==> src/rtl/mem_port_arbiter.sv <==
`default_nettype none
// ============================================================================
//  Module   : mem_port_arbiter
//  Purpose  : Shares one single-ported memory between an instruction-fetch
//             port and a data port. Data has priority, and a starve counter
//             bounds how long fetch can wait.
//  Revision : 1.0  initial release
// ============================================================================
module mem_port_arbiter #(
    parameter int MEM_LAT = 1
) (
    input  logic        clk,
    input  logic        reset,
    input  logic        if_req,
    input  logic [31:0] if_addr,
    output logic [31:0] if_rdata,
    output logic        if_ready,
    input  logic        d_req,
    input  logic        d_we,
    input  logic [31:0] d_addr,
    input  logic [31:0] d_wdata,
    output logic [31:0] d_rdata,
    output logic        d_ready,
    output logic        mem_en,
    output logic        mem_we,
    output logic [29:0] mem_addr,
    output logic [31:0] mem_wdata,
    input  logic [31:0] mem_rdata,
    output logic        stall
);

    typedef enum logic [1:0] {
        IDLE  = 2'd0,
        ISSUE = 2'd1,
        WAIT  = 2'd2,
        RESP  = 2'd3
    } state_t;

    localparam logic [2:0] c_lat = 3'(MEM_LAT);

    state_t      state_q,     state_d;
    logic [1:0]  starve_q,    starve_d;
    logic        owner_q,     owner_d;
    logic        we_q,        we_d;
    logic [2:0]  cnt_q,       cnt_d;
    logic        mem_en_q,    mem_en_d;
    logic        mem_we_q,    mem_we_d;
    logic [29:0] mem_addr_q,  mem_addr_d;
    logic [31:0] mem_wdata_q, mem_wdata_d;
    logic [31:0] if_rdata_q,  if_rdata_d;
    logic [31:0] d_rdata_q,   d_rdata_d;
    logic        if_ready_q,  if_ready_d;
    logic        d_ready_q,   d_ready_d;

    logic        w_grant_data;
    logic        w_unused_addr_lsbs;

    // Fetch only overtakes a pending data request after two consecutive data wins.
    assign w_grant_data       = d_req && !(if_req && (starve_q == 2'd2));
    assign w_unused_addr_lsbs = ^{if_addr[1:0], d_addr[1:0]};

    always_comb begin
        state_d     = state_q;
        starve_d    = starve_q;
        owner_d     = owner_q;
        we_d        = we_q;
        cnt_d       = cnt_q;
        mem_en_d    = 1'b0;
        mem_we_d    = 1'b0;
        mem_addr_d  = mem_addr_q;
        mem_wdata_d = mem_wdata_q;
        if_rdata_d  = if_rdata_q;
        d_rdata_d   = d_rdata_q;
        if_ready_d  = 1'b0;
        d_ready_d   = 1'b0;

        case (state_q)
            IDLE: begin
                if (if_req && w_grant_data) begin
                    starve_d = (starve_q == 2'd2) ? 2'd2 : starve_q + 2'd1;
                end else begin
                    starve_d = 2'd0;
                end
                if (if_req || d_req) begin
                    owner_d     = w_grant_data;
                    we_d        = w_grant_data && d_we;
                    mem_addr_d  = w_grant_data ? d_addr[31:2] : if_addr[31:2];
                    mem_wdata_d = w_grant_data ? d_wdata : 32'h0;
                    mem_en_d    = 1'b1;
                    mem_we_d    = w_grant_data && d_we;
                    state_d     = ISSUE;
                end
            end
            ISSUE: begin
                cnt_d   = c_lat;
                state_d = WAIT;
            end
            WAIT: begin
                cnt_d = cnt_q - 3'd1;
                if (cnt_q == 3'd1) begin
                    state_d = RESP;
                    if (owner_q) begin
                        d_ready_d = 1'b1;
                        if (!we_q) begin
                            d_rdata_d = mem_rdata;
                        end
                    end else begin
                        if_ready_d = 1'b1;
                        if_rdata_d = mem_rdata;
                    end
                end
            end
            RESP: begin
                state_d = IDLE;
            end
            default: begin
                state_d = IDLE;
            end
        endcase
    end

    always_ff @(posedge clk or negedge reset) begin
        if (!reset) begin
            state_q     <= IDLE;
            starve_q    <= 2'd0;
            owner_q     <= 1'b0;
            we_q        <= 1'b0;
            cnt_q       <= 3'd0;
            mem_en_q    <= 1'b0;
            mem_we_q    <= 1'b0;
            mem_addr_q  <= 30'h0;
            mem_wdata_q <= 32'h0;
            if_rdata_q  <= 32'h0;
            d_rdata_q   <= 32'h0;
            if_ready_q  <= 1'b0;
            d_ready_q   <= 1'b0;
        end else begin
            state_q     <= state_d;
            starve_q    <= starve_d;
            owner_q     <= owner_d;
            we_q        <= we_d;
            cnt_q       <= cnt_d;
            mem_en_q    <= mem_en_d;
            mem_we_q    <= mem_we_d;
            mem_addr_q  <= mem_addr_d;
            mem_wdata_q <= mem_wdata_d;
            if_rdata_q  <= if_rdata_d;
            d_rdata_q   <= d_rdata_d;
            if_ready_q  <= if_ready_d;
            d_ready_q   <= d_ready_d;
        end
    end

    assign mem_en    = mem_en_q;
    assign mem_we    = mem_we_q;
    assign mem_addr  = mem_addr_q;
    assign mem_wdata = mem_wdata_q;
    assign if_rdata  = if_rdata_q;
    assign d_rdata   = d_rdata_q;
    assign if_ready  = if_ready_q;
    assign d_ready   = d_ready_q;
    assign stall     = (if_req & ~if_ready_q) | (d_req & ~d_ready_q);

endmodule
`default_nettype wire
==> config.mk <==
export PLATFORM = sky130hd
export DESIGN_NAME = mem_port_arbiter
export DESIGN_NICKNAME = d
export VERILOG_FILES = /design/src/rtl/mem_port_arbiter.sv
export SDC_FILE = /design/constraint.sdc
export NUM_CORES = 1
export LEC_CHECK = 0
export CAP_MARGIN = 20
export CORE_UTILIZATION = 37
export DETAILED_ROUTE_END_ITERATION = 7
export PLACE_DENSITY = 0.89
export SLEW_MARGIN = 20
export SYNTH_ARGS = -nofsm -noshare
export SYNTH_HDL_FRONTEND = slang
export SYNTH_SLANG_ARGS = --single-unit
==> constraint.sdc <==
create_clock -name clk -period 2 [get_ports clk]
set_clock_uncertainty 0.1 [all_clocks]
set_input_delay 0.6 -clock clk [delete_from_list [all_inputs] [get_ports clk]]
set_output_delay 0.6 -clock clk [all_outputs]
set_load 0.01 [all_outputs]
==> Yosys cells after proc, flatten, opt, wreduce, memory -nomap -nowiden <==
Cells that the tools add are included.
{ "op_classes": {"n_reduce_logical": 12, "addsub": 2, "n_bitwise": 7, "eq_ne": 7, "mux": 18} }
{ "ops": {"columns": ["op", "n"], "rows": [
  ["2-to-1 mux 32 bit", 1],
  ["2-to-1 mux 30 bit", 1],
  ["2-to-1 mux 1 bit", 10],
  ["2-to-1 mux 2 bit", 4],
  ["case mux 2 bit (4 select lines)", 1],
  ["== test 2 bit (second input constant)", 3],
  ["case mux 3 bit (2 select lines)", 1],
  ["logical AND 1 bit", 4],
  ["!= test 2 bit (second input constant)", 2],
  ["inverter 1 bit", 4],
  ["AND reduction 2 bit", 2],
  ["AND reduction 4 bit", 1],
  ["== test 3 x 1 -> 1 bit (second input constant)", 1],
  ["AND reduction 3 bit", 1],
  ["subtractor 3 x 1 -> 3 bit (second input constant)", 1],
  ["adder 2 x 1 -> 2 bit (second input constant)", 1],
  ["AND 1 bit", 2],
  ["== test 2 x 1 -> 1 bit (second input constant)", 1],
  ["logical NOT 2 bit", 1],
  ["nonzero test 2 bit", 1],
  ["logical NOT 1 bit", 1],
  ["logical OR 1 bit", 1],
  ["OR 1 bit", 1]
]} }
{ "word_totals": {"out_inout_bits": 131, "input_bits": 133, "reg_bits": 139} }

==> Logic depth before layout (Yosys ltp) <==
{ "depth": {"depth_word": 7, "depth_mapped": 7} }

==> Worst setup path after synthesis <==
Ideal clock, no wire load.
{ "synth_path": {"kind": "reg2reg", "startpoint": "register state_q[0]", "endpoint": "register d_rdata_q[10] (netlist: d_rdata[10])", "setup_time_ns": 0.125, "required_time_ns": 1.775, "period_less_slack_ns": 1.892, "n_path_buf": 1, "path_stages_with_launch": 7, "arrival_ns": 1.667, "slack_ns": 0.108, "cell_sequence": "dfrtp_1 > inv_1 > ha_1 > nand2_2 > nor4b_4 > buf_6 > mux2_2"} }
{ "synth_via": {"elab_chain_len": 2} }
{ "synth_rtl": {"columns": ["item", "line", "text"], "rows": [
  ["from (decl)", "41", "state_t state_q, state_d;"],
  ["from (signal assigned)", "138", "state_q <= state_d;"],
  ["== test 2 bit", "77", "case (state_q)"],
  ["AND reduction 4 bit (no line)", null, null],
  ["to (signal assigned)", "148", "d_rdata_q <= d_rdata_d;"],
  ["to (decl)", "51", "logic [31:0] d_rdata_q, d_rdata_d;"]
]} }
Every way passes these cells.
A chain may end at the register's enable or synchronous reset.

==> Worst setup path in the final report <==
{ "layout_path": {"startpoint": "register state_q[0]", "endpoint": "register d_rdata_q[18] (netlist: d_rdata[18])"} }
The elaborated chain is that of the path after synthesis.

==> summary by stage <==
Run status
The run finished with clean final reports.

Clock network
The clock tree root buffer cell is sky130_fd_sc_hd__clkbuf_16. The number of clock sinks seen by CTS is 139. Counting along the longest clock path gives a buffer depth of 2. The clock-pin slew on the worst setup and hold paths is ~60 ps. TritonCTS built the clock tree. The H-tree was split into 4 levels.

The clock insertion delay at the later pin of the skew report is 410 ps. The number of clock buffers inserted by TritonCTS is 17.

Setup path
The required arrival time at the worst endpoint is roughly 2200 ps. The delay of the slowest critical-path stage is 400 ps. Counting cells, the worst reg-to-reg path comes to 7. Grouping stages by cell kind, the critical path spends the most delay in buffers and inverters. The critical path contains buffers and inverters numbering 3 combined. Traced cell by cell, the critical path runs through inv_2 -> ha_2 -> nand2_4 -> nor4b_4 -> buf_6 -> clkbuf_16 -> mux2_2. STA classifies the critical path startpoint as a register. The largest fanout on the critical path is 8. The critical path depth is 7. The slowest stage of the critical path is the sky130_fd_sc_hd__dfrtp_1 cell. At the worst endpoint, the arrival time is 2140 ps. The setup slack of the worst register-to-register path is 50 ps.

Tracing the worst setup path back leads to its startpoint at state_q[0]. The endpoint identified for the worst register-to-register timing path is d_rdata[18]. STA classifies the critical path endpoint as a register. The capturing element of the worst setup path is d_rdata[18].

The worst reg2reg path startpoint is state_q[0]. The type of the worst setup path is reg2reg.

Logic synthesis
The xor and xnor fraction of the mapped netlist area is 0. Counting every instance in the synthesized netlist gives 422. For this run, the register share of the synthesized area comes to 0.638.

Of the post-synthesis cell area, the dominant cell type holds 0.638. The area fraction in compound gates after synthesis came to 0.126. The number of enable flip-flop cells after synthesis is 0. By area the synthesized netlist is led by sky130_fd_sc_hd__dfrtp_1, sky130_fd_sc_hd__mux2_2, sky130_fd_sc_hd__a21oi_1.

The count of unique library cells instantiated by Yosys is 32. The number of warning messages in the yosys log is 0. The predominant post-synthesis flop cell is sky130_fd_sc_hd__dfrtp_1. The synthesized netlist occupies a cell area of 5460 sq um. The simple-gate portion of the synthesized area is 0.0583. The async set-reset flop share out of synthesis is 1.00. By count the netlist is led by sky130_fd_sc_hd__dfrtp_1, sky130_fd_sc_hd__a21oi_1, sky130_fd_sc_hd__mux2_2.

Yosys instantiated no cell more often than sky130_fd_sc_hd__dfrtp_1. The mux share of post-synthesis cell area is 0.134. The combinational family with the most area after synthesis is multiplexers. Of the total synthesized cell area, the portion taken by full adders, half adders and majority gates is 0.0138. Summed over all instances, the cell type with the most area after synthesis is sky130_fd_sc_hd__dfrtp_1.

After synthesis the netlist holds a flip-flop and latch count of about 140. When the netlist entered floorplanning its net count stood at 561. The post-synthesis average cell area is approximately 13 sq um.

Route
The count of nets left with antenna violations once routing finished came out at 0. Summing over every cut layer, the via total after detailed routing is between 4000 and 5000. In the routed layout, each cell is associated on average with a via count of 5.08.

The total DRC errors in the routed layout is 0. After detailed routing, the average wire length per cell comes to 17.9 microns. The final routed wirelength across all metal layers is 16.0 mm. The first detailed-routing pass ran for 4 iterations.

For this block, the initial DRC count from the detailed router was 170.

Floorplanning
After floorplanning, the core was sized to cover between 10000 and 15000 sq um. The number of top-level pins is 264. The die covers 15200 sq um. The die is 123 microns tall. The number of placement rows is 44. For this configuration, the core starts out at a cell density of 0.377. The x dimension of the die is 123 microns.

Power
The maximum vdd ir drop is 923 uV. For this design the static power due to leakage is 0.00419 uW. Power spread over the standard cell area amounts to roughly 1600 nW/um^2.

STA
Of the available clock period, the critical path in the final layout requires 0.977. The highest achievable clock rate is about 510 MHz. The transition time at the pin with the least slew margin is 322 ps.

The final-layout worst hold slack is between 300 and 400 ps. The setup TNS is 0 ps. The worst path meets setup with 46.9 ps of slack. Headroom to the max-slew limit came out at 0.785. The setup violation total in the final timing report is 0.

The total count of hold-check failures in the final report is 0. Setup repair after global routing left no endpoint under its margin. The post-route minimum period is 1950 ps. The final number of max-transition violations came to 0.

Placed design
The final weighted congestion in routability-driven placement is between 0.7 and 0.8. The number of placed cells counting well taps is 857. Port buffering added 259 buffers. At the placement stage, the worst setup path has a slack of -629 ps.

The half-perimeter wire length after detailed placement is around 11 mm.

Global route
The number of global-route vias before repair came to 4702. The total overflow left after global routing is 0. The wire length of the first global-routing pass is about 23 mm. The number of antenna violations at the first check in global routing is 0. The aggregate global-route resource usage is 0.202. The pin count of the biggest net entering global routing is 37.

Final layout
The repair_antennas step left the layout with diodes totalling 0. The post-route non-filler standard cell count is 895. The layout has 1115 filler cells.

The net count of the finished layout is 837. Compared with the post-synthesis result, the final layout area differs by 65.8%. The share of layout cells above drive strength 1 is 0.176.

Min path
The worst hold path belongs to the class reg2reg. Along the worst hold path, the cell count comes to 1.

Flow run
Max-cap violations in this run came to 0.
## worst reg2reg max path, delay by kind of cell, from the launching register on
kind | cells | cell delay, ps
simple gates | 2 | 350
fa+ha+maj | 1 | 210
flops | 1 | 400
buf+inv | 3 | 440
mux | 1 | 340
## power breakdown
group	leakage, uW	internal (uW)	switching (uW)
Sequential	0.00167	4180	718
Clock	0.000314	2230	1140
Combinational	0.00220	3190	2840
## layout make-up
type,instances,area [sq um],area share
inverter,11,41.3,0.00456
tap,184,230,0.0254
timing repair buffer,282,2800,0.309
clock inverter,9,159,0.0176
multi-input combinational,247,1850,0.205
clock buffer,23,488,0.0539
sequential,139,3480,0.384
## metrics by stage
step / util / total power, uW / cell area (sq um)
floorplan: - / 7870 / 5460
global placement: 0.582 / 11300 / 8420
detailed placement: 0.582 / 11700 / 8420
CTS: 0.617 / 14300 / 8930
global route: 0.625 / 15100 / 9050
finish: 0.625 / 14300 / 9050
## registers in the layout, summed over array words and instances (netlist names)
signal / count
d_ready: 1
mem_addr: 30
if_ready: 1
state_q: 2
mem_we: 1
mem_wdata: 32
owner_q: 1
cnt_q: 3
starve_q: 2
if_rdata: 32
d_rdata: 32
mem_en: 1
we_q: 1
## per-layer routing
layer	share of wire	global-route usage
met1	0.38	0.216
met2	0.51	0.361
met3	0.088	0.0729
met4	0.018	0.0806
met5	0	0
## worst min path at each step
stage,end,start,slack [ps]
after global placement,d_rdata[30],d_rdata[30],370
after global routing,if_rdata[5],if_rdata[5],410
final,if_rdata[5],if_rdata[5],380
after floorplan,cnt_q[0],reset,200
after CTS,if_rdata[5],if_rdata[5],390
after detailed placement,d_rdata[28],d_rdata[28],380
## cells in the final DEF (no fill, tap or decap), types with 3 or more instances in the layout
| cell type | netlist | final |
|---|---|---|
| sky130_fd_sc_hd__a22o_1 | 32 | 32 |
| sky130_fd_sc_hd__mux2_2 | 60 | 60 |
| sky130_fd_sc_hd__clkdlybuf4s50_1 | 0 | 126 |
| sky130_fd_sc_hd__mux2_1 | 5 | 5 |
| sky130_fd_sc_hd__a21oi_1 | 60 | 60 |
| sky130_fd_sc_hd__buf_12 | 0 | 10 |
| sky130_fd_sc_hd__inv_1 | 11 | 10 |
| sky130_fd_sc_hd__bufinv_16 | 0 | 4 |
| sky130_fd_sc_hd__clkbuf_16 | 0 | 19 |
| sky130_fd_sc_hd__dlymetal6s2s_1 | 0 | 5 |
| sky130_fd_sc_hd__nand2_1 | 30 | 30 |
| sky130_fd_sc_hd__clkbuf_8 | 0 | 4 |
| sky130_fd_sc_hd__buf_4 | 0 | 8 |
| sky130_fd_sc_hd__ha_1 | 6 | 4 |
| sky130_fd_sc_hd__nor2_1 | 30 | 30 |
| sky130_fd_sc_hd__buf_6 | 3 | 3 |
| sky130_fd_sc_hd__dlygate4sd2_1 | 0 | 126 |
| sky130_fd_sc_hd__dfrtp_1 | 139 | 139 |
## what timing repair did
action	CTS	global route
gates cloned	0	3
pin swaps	1	1
setup buffers	0	2
setup endpoints to repair	125	37
hold buffers	1	0
endpoints found under the hold margin	23	0
resized for setup	132	12
## kinds of logic after synthesis
group | Yosys count
AOI/OAI and AO/OA | 106
adders and majority gates | 6
buffers and inverters | 36
DFF | 139
muxes | 65
and+or+nand+nor | 70
No activity file was read; power rests on OpenSTA's default activity.
